## src/rtl/fault_pkg.sv

```systemverilog
// rtl/fault_pkg.sv - shared encodings for the fault-injecting gate
package fault_pkg;

  localparam int FUNC_OR  = 0;
  localparam int FUNC_AND = 1;
  localparam int FUNC_XOR = 2;
  localparam int FUNC_NOR = 3;

  typedef enum logic [1:0] {
    FT_STUCK0 = 2'b00,
    FT_STUCK1 = 2'b01,
    FT_INVERT = 2'b10,
    FT_CANCEL = 2'b11
  } fault_type_e;

  typedef enum logic [1:0] {
    ST_IDLE   = 2'd0,
    ST_ARMED  = 2'd1,
    ST_ACTIVE = 2'd2
  } sched_state_e;

  function automatic logic apply_fault(input logic v, input fault_type_e t);
    case (t)
      FT_STUCK0: apply_fault = 1'b0;
      FT_STUCK1: apply_fault = 1'b1;
      FT_INVERT: apply_fault = ~v;
      default:   apply_fault = v;
    endcase
  endfunction

endpackage

```

## src/rtl/fault_sched.sv

```systemverilog
// rtl/fault_sched.sv - fault request acceptance, delay and duration scheduling
module fault_sched
  import fault_pkg::*;
#(
  parameter int N  = 3,
  parameter int CW = 16
) (
  input  logic                     clk,
  input  logic                     rst,
  input  logic                     clear,
  input  logic                     cfg_valid,
  output logic                     cfg_ready,
  input  logic [$clog2(N+1)-1:0]   cfg_pin,
  input  logic [1:0]               cfg_type,
  input  logic [CW-1:0]            cfg_delay,
  input  logic [CW-1:0]            cfg_dur,
  output logic [$clog2(N+1)-1:0]   inj_pin,
  output fault_type_e              inj_type,
  output logic                     fault_armed,
  output logic                     fault_active,
  output logic                     cfg_err
);

  localparam int PW = $clog2(N+1);
  localparam logic [PW-1:0] PIN_Y = PW'(N);

  sched_state_e    state_q, state_d;
  logic [CW-1:0]   delay_q, delay_d;
  logic [CW-1:0]   dur_q, dur_d;
  logic            perm_q, perm_d;
  logic [PW-1:0]   pin_q, pin_d;
  fault_type_e     type_q, type_d;
  logic            err_q, err_d;

  always_comb begin
    state_d = state_q;
    delay_d = delay_q;
    dur_d   = dur_q;
    perm_d  = perm_q;
    pin_d   = pin_q;
    type_d  = type_q;
    err_d   = 1'b0;
    if (clear) begin
      state_d = ST_IDLE;
      delay_d = '0;
      dur_d   = '0;
      perm_d  = 1'b0;
      pin_d   = '0;
      type_d  = FT_CANCEL;
    end else begin
      case (state_q)
        ST_IDLE: begin
          if (cfg_valid) begin
            // Out-of-range pins are consumed but flagged; cancels are consumed silently.
            if (cfg_pin > PIN_Y) begin
              err_d = 1'b1;
            end else if (fault_type_e'(cfg_type) != FT_CANCEL) begin
              pin_d  = cfg_pin;
              type_d = fault_type_e'(cfg_type);
              dur_d  = cfg_dur;
              perm_d = (cfg_dur == '0);
              if (cfg_delay == '0) begin
                state_d = ST_ACTIVE;
              end else begin
                state_d = ST_ARMED;
                delay_d = cfg_delay;
              end
            end
          end
        end
        ST_ARMED: begin
          if (delay_q == CW'(1)) begin
            state_d = ST_ACTIVE;
            delay_d = '0;
          end else begin
            delay_d = delay_q - CW'(1);
          end
        end
        ST_ACTIVE: begin
          if (!perm_q) begin
            if (dur_q == CW'(1)) begin
              state_d = ST_IDLE;
              dur_d   = '0;
              type_d  = FT_CANCEL;
            end else begin
              dur_d = dur_q - CW'(1);
            end
          end
        end
        default: state_d = ST_IDLE;
      endcase
    end
  end

  always_ff @(posedge clk) begin
    if (rst) begin
      state_q <= ST_IDLE;
      delay_q <= '0;
      dur_q   <= '0;
      perm_q  <= 1'b0;
      pin_q   <= '0;
      type_q  <= FT_CANCEL;
      err_q   <= 1'b0;
    end else begin
      state_q <= state_d;
      delay_q <= delay_d;
      dur_q   <= dur_d;
      perm_q  <= perm_d;
      pin_q   <= pin_d;
      type_q  <= type_d;
      err_q   <= err_d;
    end
  end

  assign cfg_ready    = (state_q == ST_IDLE);
  assign fault_armed  = (state_q == ST_ARMED);
  assign fault_active = (state_q == ST_ACTIVE);
  assign cfg_err      = err_q;
  assign inj_pin      = pin_q;
  assign inj_type     = type_q;

endmodule

```

## src/rtl/fault_gate_n.sv

```systemverilog
// rtl/fault_gate_n.sv - N-input gate with scheduled stuck-at/invert fault injection
module fault_gate_n
  import fault_pkg::*;
#(
  parameter int N    = 3,
  parameter int FUNC = 0,
  parameter int CW   = 16
) (
  input  logic                     clk,
  input  logic                     rst,
  input  logic [N-1:0]             a,
  output logic                     y,
  input  logic                     cfg_valid,
  output logic                     cfg_ready,
  input  logic [$clog2(N+1)-1:0]   cfg_pin,
  input  logic [1:0]               cfg_type,
  input  logic [CW-1:0]            cfg_delay,
  input  logic [CW-1:0]            cfg_dur,
  input  logic                     clear,
  output logic                     fault_armed,
  output logic                     fault_active,
  output logic                     cfg_err,
  output logic [CW-1:0]            hit_count
);

  localparam int PW = $clog2(N+1);
  localparam logic [PW-1:0] PIN_Y = PW'(N);

  logic [PW-1:0] inj_pin;
  fault_type_e   inj_type;
  logic [N-1:0]  a_inj;
  logic          gate_out;
  logic          y_ref;
  logic [CW-1:0] hit_q;

  function automatic logic gate_reduce(input logic [N-1:0] v);
    case (FUNC)
      FUNC_OR:  gate_reduce = |v;
      FUNC_AND: gate_reduce = &v;
      FUNC_XOR: gate_reduce = ^v;
      FUNC_NOR: gate_reduce = ~|v;
      default:  gate_reduce = |v;
    endcase
  endfunction

  fault_sched #(
    .N  (N),
    .CW (CW)
  ) u_sched (
    .clk          (clk),
    .rst          (rst),
    .clear        (clear),
    .cfg_valid    (cfg_valid),
    .cfg_ready    (cfg_ready),
    .cfg_pin      (cfg_pin),
    .cfg_type     (cfg_type),
    .cfg_delay    (cfg_delay),
    .cfg_dur      (cfg_dur),
    .inj_pin      (inj_pin),
    .inj_type     (inj_type),
    .fault_armed  (fault_armed),
    .fault_active (fault_active),
    .cfg_err      (cfg_err)
  );

  // Input-pin faults land ahead of the reduction so they interact with the other inputs.
  for (genvar i = 0; i < N; i++) begin : g_pin
    assign a_inj[i] = (fault_active && (inj_pin == PW'(i))) ? apply_fault(a[i], inj_type) : a[i];
  end

  assign gate_out = gate_reduce(a_inj);
  assign y_ref    = gate_reduce(a);
  assign y        = (fault_active && (inj_pin == PIN_Y)) ? apply_fault(gate_out, inj_type) : gate_out;

  always_ff @(posedge clk) begin
    if (rst || clear) begin
      hit_q <= '0;
    end else if (fault_active && (y != y_ref) && (hit_q != {CW{1'b1}})) begin
      hit_q <= hit_q + CW'(1);
    end
  end

  assign hit_count = hit_q;

endmodule

```

## config.mk

```make
export PLATFORM = sky130hd
export DESIGN_NAME = fault_gate_n
export DESIGN_NICKNAME = d
export VERILOG_FILES = /design/src/rtl/fault_pkg.sv /design/src/rtl/fault_sched.sv /design/src/rtl/fault_gate_n.sv
export SDC_FILE = /design/constraint.sdc
export NUM_CORES = 1
export LEC_CHECK = 0
export ABC_AREA = 1
export CORE_MARGIN = 8
export CORE_UTILIZATION = 40
export DETAILED_ROUTE_END_ITERATION = 10
export GPL_ROUTABILITY_DRIVEN = 0
export PLACE_DENSITY = 0.61
export REMOVE_ABC_BUFFERS = 1
export SLEW_MARGIN = 5
export SYNTH_ARGS = -nofsm -noshare
export SYNTH_HDL_FRONTEND = slang
export SYNTH_HIERARCHICAL = 1
export SYNTH_SLANG_ARGS = --single-unit
```

## constraint.sdc

```tcl
create_clock -name clk -period 5.11 [get_ports clk]
set_input_delay 0.511 -clock clk [delete_from_list [all_inputs] [get_ports clk]]
set_output_delay 0.511 -clock clk [all_outputs]
set_load 0.005 [all_outputs]
```

==> results of run 1 <==
## flip-flops by register name, indices dropped and copies added, names as in the netlist
| name | count |
|---|---|
| u_sched/delay_q | 16 |
| u_sched/dur_q | 16 |
| u_sched/state_q | 2 |
| u_sched/perm_q | 1 |
| u_sched/inj_type | 2 |
| hit_count | 16 |
| u_sched/inj_pin | 2 |
## final timing paths
| kind | startpoint | to |
|---|---|---|
| worst max-delay path | a[0] | y |
| worst max register to register | u_sched/state_q[1] | hit_count[14] |
| worst min-delay path | hit_count[15] | hit_count[15] |
| worst min register to register | hit_count[15] | hit_count[15] |
## cell families after synthesis
family	count (synthesis)	share of synthesized area, %
other	1	0.0980
buffers and inverters	84	9.19
adder cells (fa/ha/maj)	5	1.64
flip-flops	55	28.8
AO/OA/AOI/OAI	104	15.7
XOR/XNOR	21	4.81
AND/OR/NAND/NOR	343	39.8
## worst min-delay path, stage by stage, from the launching register on
cell and delay (ns):
dfxtp_1 0.35, nand2_1 0.07, a21oi_1 0.05
## cell type report
| cell class | instances | area (um2) |
|---|---|---|
| Multi-Input combinational cell | 474 | 2370 |
| Clock buffer | 6 | 72.6 |
| Sequential cell | 55 | 1100 |
| Tap cell | 129 | 161 |
| Inverter | 67 | 251 |
| Fill cell | 989 | 4650 |
| Timing Repair Buffer | 63 | 628 |
## per-stage QoR
stage	util, %	hold slack (ns)	area (um2)
4_1_cts	49.7	0.513	4590
2_1_floorplan	-	0.470	3720
6_report	49.7	0.510	4590
5_1_grt	49.7	0.538	4590
3_3_place_gp	48.9	0.487	4520
3_5_place_dp	48.9	0.494	4520
## power groups by stage
| stage | Combinational [W] | Clock (W) | Sequential, W |
|---|---|---|---|
| 6_report | 0.000313 | 0.000227 | 0.000470 |
| 5_1_grt | 0.000357 | 0.000257 | 0.000473 |
| 4_1_cts | 0.000312 | 0.000242 | 0.000469 |
| 3_5_place_dp | 0.000311 | 0 | 0.000479 |
| 3_3_place_gp | 0.000308 | 0 | 0.000479 |
| 2_1_floorplan | 0.000216 | 0 | 0.000474 |
## cell usage in the layout (no fill, tap or decap), types with 6 or more instances in the layout
master           count
o21ai_1             15
inv_1               55
nand3_1             64
xnor2_1              6
dfxtp_1             55
a21oi_2              9
a211oi_1             7
nand2_1            149
a21oi_1             40
nand4_1              6
o21ai_0             29
xor2_1              15
nor2_1              93
inv_2                9
clkdlybuf4s50_1     62
## routing by layer
| metal | wire (um) | vias up | global-route usage (%) |
|---|---|---|---|
| li1 | - | 2087 | - |
| met3 | 537 | 13 | 3.38 |
| met5 | 0 | - | 0 |
| met1 | 4940 | 1762 | 20.6 |
| met4 | 136 | 0 | 4.35 |
| met2 | 4550 | 94 | 26.8 |
==> impl_metrics.csv, run 1 <==
group,metric,value,unit
worst_setup_path,path_class,"input pin to output pin",
synthesis,synth_area_leaders,"dfxtp_1 (29%), nand2_1 (15%), nor2_1 (9.2%), nand3_1 (8.4%), inv_1 (5.4%)",
timing,grt_setup_unrepaired,"false",
worst_setup_path,end_kind,"output pin",
cells_and_area,nNetsFinal,714,
grt,track_usage,16.1,%
synthesis,synth.yosys.seq_area_share,28.8,%
synthesis,synth-async-reset-ratio,0,%
drt,routed_wl,10200,um
timing,finalSetupViolations,0,
floorplanning,die_area,12900,um2
pwr,p_clk_share,22.5,%
timing,clock.fmax,0.389,GHz
synthesis,netlist_area,3820,um2
cells_and_area,drive_gt1_share,6.47,%
pwr,combPwrFrac,31.0,%
grt,grt_max_degree,40,
grt,grt_pass1_wl,17700,um
synthesis,synth_area_leader_cell,"dfxtp_1",
place,pre_cts_slack,2.50,ns
worst_setup_path,crit_path_max_incr_delay,0.53,ns
cts,clk_pin_slew,0.09,ns
min_path,hp-class,"register to register",
grt,gr-total-overflow,0,
cts,numCtsBuffers,5,
pwr,power.leakage,1.91,nW
timing,fin_skew,0.00317,ns
pwr,swShare,34.7,%
cts,htreeDepth,2,
synthesis,synth_top_area_share,28.8,%
synthesis,synth.distinct_cells,38,
timing,slew_viol_final,0,
worst_setup_path,required,4.60,ns
timing,slew_headroom,58.0,%
drt,via_per_inst,4.98,
cts,post-cts-setup-buffers,0,
status,status,"completed",
drt,drtPass1Iterations,5,
min_path,whs_path_depth,2,
timing,finalSetupTns,0,ns
place,dp_hpwl,7630,um
grt,grt_pass1_vias,3822,
floorplanning,row_count,35,
drt,initialDrtViolationCount,194,
drt,drc,0,
pwr,p_total,0.00101,W
worst_setup_path,crit_slowest_cell,"clkdlybuf4s50_1",
cts,clock-root-buffer,"clkbuf_8",
cts,cts_hold_buf,0,
worst_setup_path,crit_buf_inv,2,
drt,drt-wirelength-per-cell,12.8,um
drt,ant_nets,0,
worst_setup_path,critPathTopFamily,"buffers and inverters",
place,placedCellCount,788,
floorplanning,dieHeight,114,um
timing,hold_viol,0,
worst_setup_path,crit_path_max_fanout,3,
pwr,ir_drop,0.000106,V
pwr,internal_power,0.000659,W
drt,vias,3956,
timing,setup_slack,2.54,ns
synthesis,syn_inst,613,
flow_run,maxCapViolations,0,
worst_setup_path,reg2reg_depth,9,
timing,period_share,50.3,%
floorplanning,dieWidth,114,um
synthesis,synth.avg_cell_area,6.24,um2
floorplanning,initial_utilization,41.4,%
cells_and_area,n_antenna_cell,0,
worst_setup_path,cp_data_arrival_time,2.06,ns
pwr,power.density,220,nW/um2
synthesis,synth-seq-cells,55,
floorplanning,core_area,9240,um2
cells_and_area,syn2layout_area_growth,20.0,%
synthesis,synth_edf_count,0,
cts,clk_latency,0.30,ns
synthesis,ys_top_cells_by_count,"nand2_1 (149), nor2_1 (94), nand3_1 (64), dfxtp_1 (55), inv_1 (55)",
worst_setup_path,timing.critical_path.from_type,"input pin",
synthesis,yosysWarnings,6,
synthesis,synth.most_common_cell,"nand2_1",
worst_setup_path,path_cells,"clkdlybuf4s50_1 -> nor2_1 -> nand3_1 -> nand2_1 -> nand2_1 -> nand4_1 -> clkdlybuf4s50_1",
cts,clk_path_buf_depth,2,
cells_and_area,finalNonFillerCells,794,
worst_setup_path,r2r_slack,2.98,ns
pwr,p_sw,0.000350,W
grt,antenna_found_initial,0,
timing,period_minus_slack,2.57,ns
cts,tritoncts,"yes",
synthesis,ys.flop_type,"dfxtp_1",
pwr,seq_power_share,46.5,%
cts,cts.sinks,55,
cts,cts_resized,0,
worst_setup_path,crit_cells,7,
timing,tightest_slew,0.629,ns
place,io_buffer_count,62,
floorplanning,ios,64,
Note: power is estimated with default switching activity, not from simulation.
==> run 2, diff against run 1 <==
- clock period: 5.11 -> 2.4 ns (I/O delays scaled with it)
==> run 2 against run 1 <==
  * Cell count is 0.76% higher
  * Routed wire length rose by 0.51%
  * Sequential share of layout area shrank 0.39 points
  * Via count rose by 0.91%
  * Combinational power is 120% higher
  * Non-clock buffer count grew 4
  * Global-route usage down 0.17 points
  * Register-to-register slack worse by 2.5 ns
  * Sequential power rose by 110%
  * Hold slack got worse by 0.0012 ns
  * Die area unchanged
  * Clock-buffer cell count is the same
==> impl_metrics.csv, run 2 (synthesis results as in run 1) <==
group,metric,value,unit
status,status,"completed",
timing,fin_skew,0.00791,ns
drt,initialDrtViolationCount,214,
floorplanning,dieWidth,114,um
grt,grt_pass1_vias,3710,
cells_and_area,final_common_cell,"nand2_1",
drt,ant_nets,0,
worst_setup_path,crit_path_max_incr_delay,0.53,ns
pwr,ir_drop,0.000306,V
timing,period_minus_slack,2.21,ns
floorplanning,core_area,9240,um2
pwr,power.leakage,1.96,nW
timing,slew_viol_final,0,
worst_setup_path,crit_buf_inv,2,
cts,post-cts-setup-buffers,0,
worst_setup_path,critPathTopFamily,"buffers and inverters",
cells_and_area,final_cell_mix,"nand2_1 (149), nor2_1 (93), nand3_1 (64), clkdlybuf4s50_1 (62)",
worst_setup_path,cp_data_arrival_time,1.97,ns
worst_setup_path,path_cells,"inv_2 -> nor2_4 -> nand2_1 -> nand4_1 -> clkdlybuf4s50_1",
drt,drt-wirelength-per-cell,12.8,um
worst_setup_path,timing.critical_path.from_type,"register",
cells_and_area,n_antenna_cell,0,
worst_setup_path,crit_cells,5,
drt,vias,3992,
grt,gr-total-overflow,0,
cts,cts_resized,0,
min_path,hold_path_startpoint,"hit_count[15]",
flow_run,maxCapViolations,0,
floorplanning,ios,64,
cts,numCtsBuffers,5,
worst_setup_path,reg2reg_depth,9,
floorplanning,die_area,12900,um2
place,dp_hpwl,7710,um
worst_setup_path,path_class,"register to output pin",
grt,met2_usage,25.9,%
timing,tightest_slew,0.614,ns
timing,finalSetupTns,0,ns
cts,clk_path_buf_depth,2,
drt,drtPass1Iterations,4,
pwr,power.density,501,nW/um2
cts,clk_latency,0.32,ns
timing,grt_setup_unrepaired,"false",
grt,grt.busiest_layer,"met2",
worst_setup_path,r2r_start,"u_sched/state_q[1]",
grt,antenna_found_initial,0,
grt,grtUsageMet1,21.2,%
worst_setup_path,crit_slowest_cell,"clkdlybuf4s50_1",
cells_and_area,syn2layout_area_growth,21.9,%
cells_and_area,final.fill_count,1004,
worst_setup_path,crit_path_max_fanout,18,
cts,clk_pin_slew,0.10,ns
min_path,hp-class,"register to register",
grt,track_usage,16.0,%
drt,routed_wl,10200,um
drt,drc,0,
floorplanning,dieHeight,114,um
cts,tritoncts,"yes",
timing,clock.fmax,0.452,GHz
timing,finalSetupViolations,0,
floorplanning,row_count,35,
cts,clock-root-buffer,"clkbuf_8",
worst_setup_path,required,2.16,ns
cts,cts.sinks,55,
cells_and_area,drive_gt1_share,7.45,%
drt,via_per_inst,4.99,
timing,period_share,92.3,%
worst_setup_path,crit_start,"u_sched/state_q[1]",
pwr,p_total,0.00234,W
worst_setup_path,end_kind,"output pin",
grt,grt_use_met3,3.06,%
min_path,whs_path_depth,2,
cells_and_area,nNetsFinal,718,
cts,htreeDepth,2,
cts,cts_hold_buf,0,
grt,grt_pass1_wl,17300,um
timing,slew_headroom,59.0,%
grt,grt_max_degree,40,
timing,hold_viol,0,
place,io_buffer_count,62,
floorplanning,initial_utilization,41.4,%
## run 2: changes by cell type in the layout (fill, tap and decap cells not counted)
cell	previous run	this run
buf_4	1	5
bufinv_16	0	1
clkbuf_1	1	0
clkbuf_8	5	6
clkinv_2	0	1
## run 2: stage by stage
step	cell area [um2]	cells	hold WS [ns]	setup slack, ns	utilization (%)
finish	4660	800	0.509	0.186	50.5
global route	4660	800	0.533	0.0490	50.5
floorplan	3720	596	0.405	0.671	-
global placement	4550	792	0.486	0.380	49.2
detailed placement	4550	792	0.493	0.371	49.2
CTS	4660	800	0.510	0.153	50.5
## run 2: power by group
part	internal, W	switching (W)	total, W
Sequential	0.000954	0.0000461	0.00100
Combinational	0.000260	0.000412	0.000673
Clock	0.000339	0.000324	0.000663
Total	0.00155	0.000783	0.00234
## run 2: area by class of cell
cell class | instances | area [um2] | share of cell area (%)
multi-input cells | 474 | 2370 | 50.9
well taps | 129 | 161 | 3.46
clock inverters | 2 | 35.0 | 0.751
clock buffers | 6 | 82.6 | 1.77
repair buffers | 67 | 658 | 14.1
flip-flops and latches | 55 | 1100 | 23.6
inverters | 67 | 251 | 5.39
## run 2: routing by layer
layer	vias up	part of all wire [%]
met1	1790	49
met5	-	0
met4	0	1.0
met3	7	5.1
met2	100	45
li1	2095	-
## run 2: worst reg2reg max path, cell delays in order (launching register included)
cell and delay (ns):
dfxtp_1 0.46, inv_2 0.21, nor2_4 0.20, nand2_1 0.07, nand2_1 0.08, nand3_1 0.12
a21oi_4 0.28, buf_4 0.24, nand3_1 0.10, a21oi_2 0.13
## run 2: path summary, 6_finish.rpt
path / end / slack, ns
setup reg to reg: hit_count[11] / 0.44
hold / removal: hit_count[15] / 0.51
setup / recovery: y / 0.19
hold reg to reg: hit_count[15] / 0.51
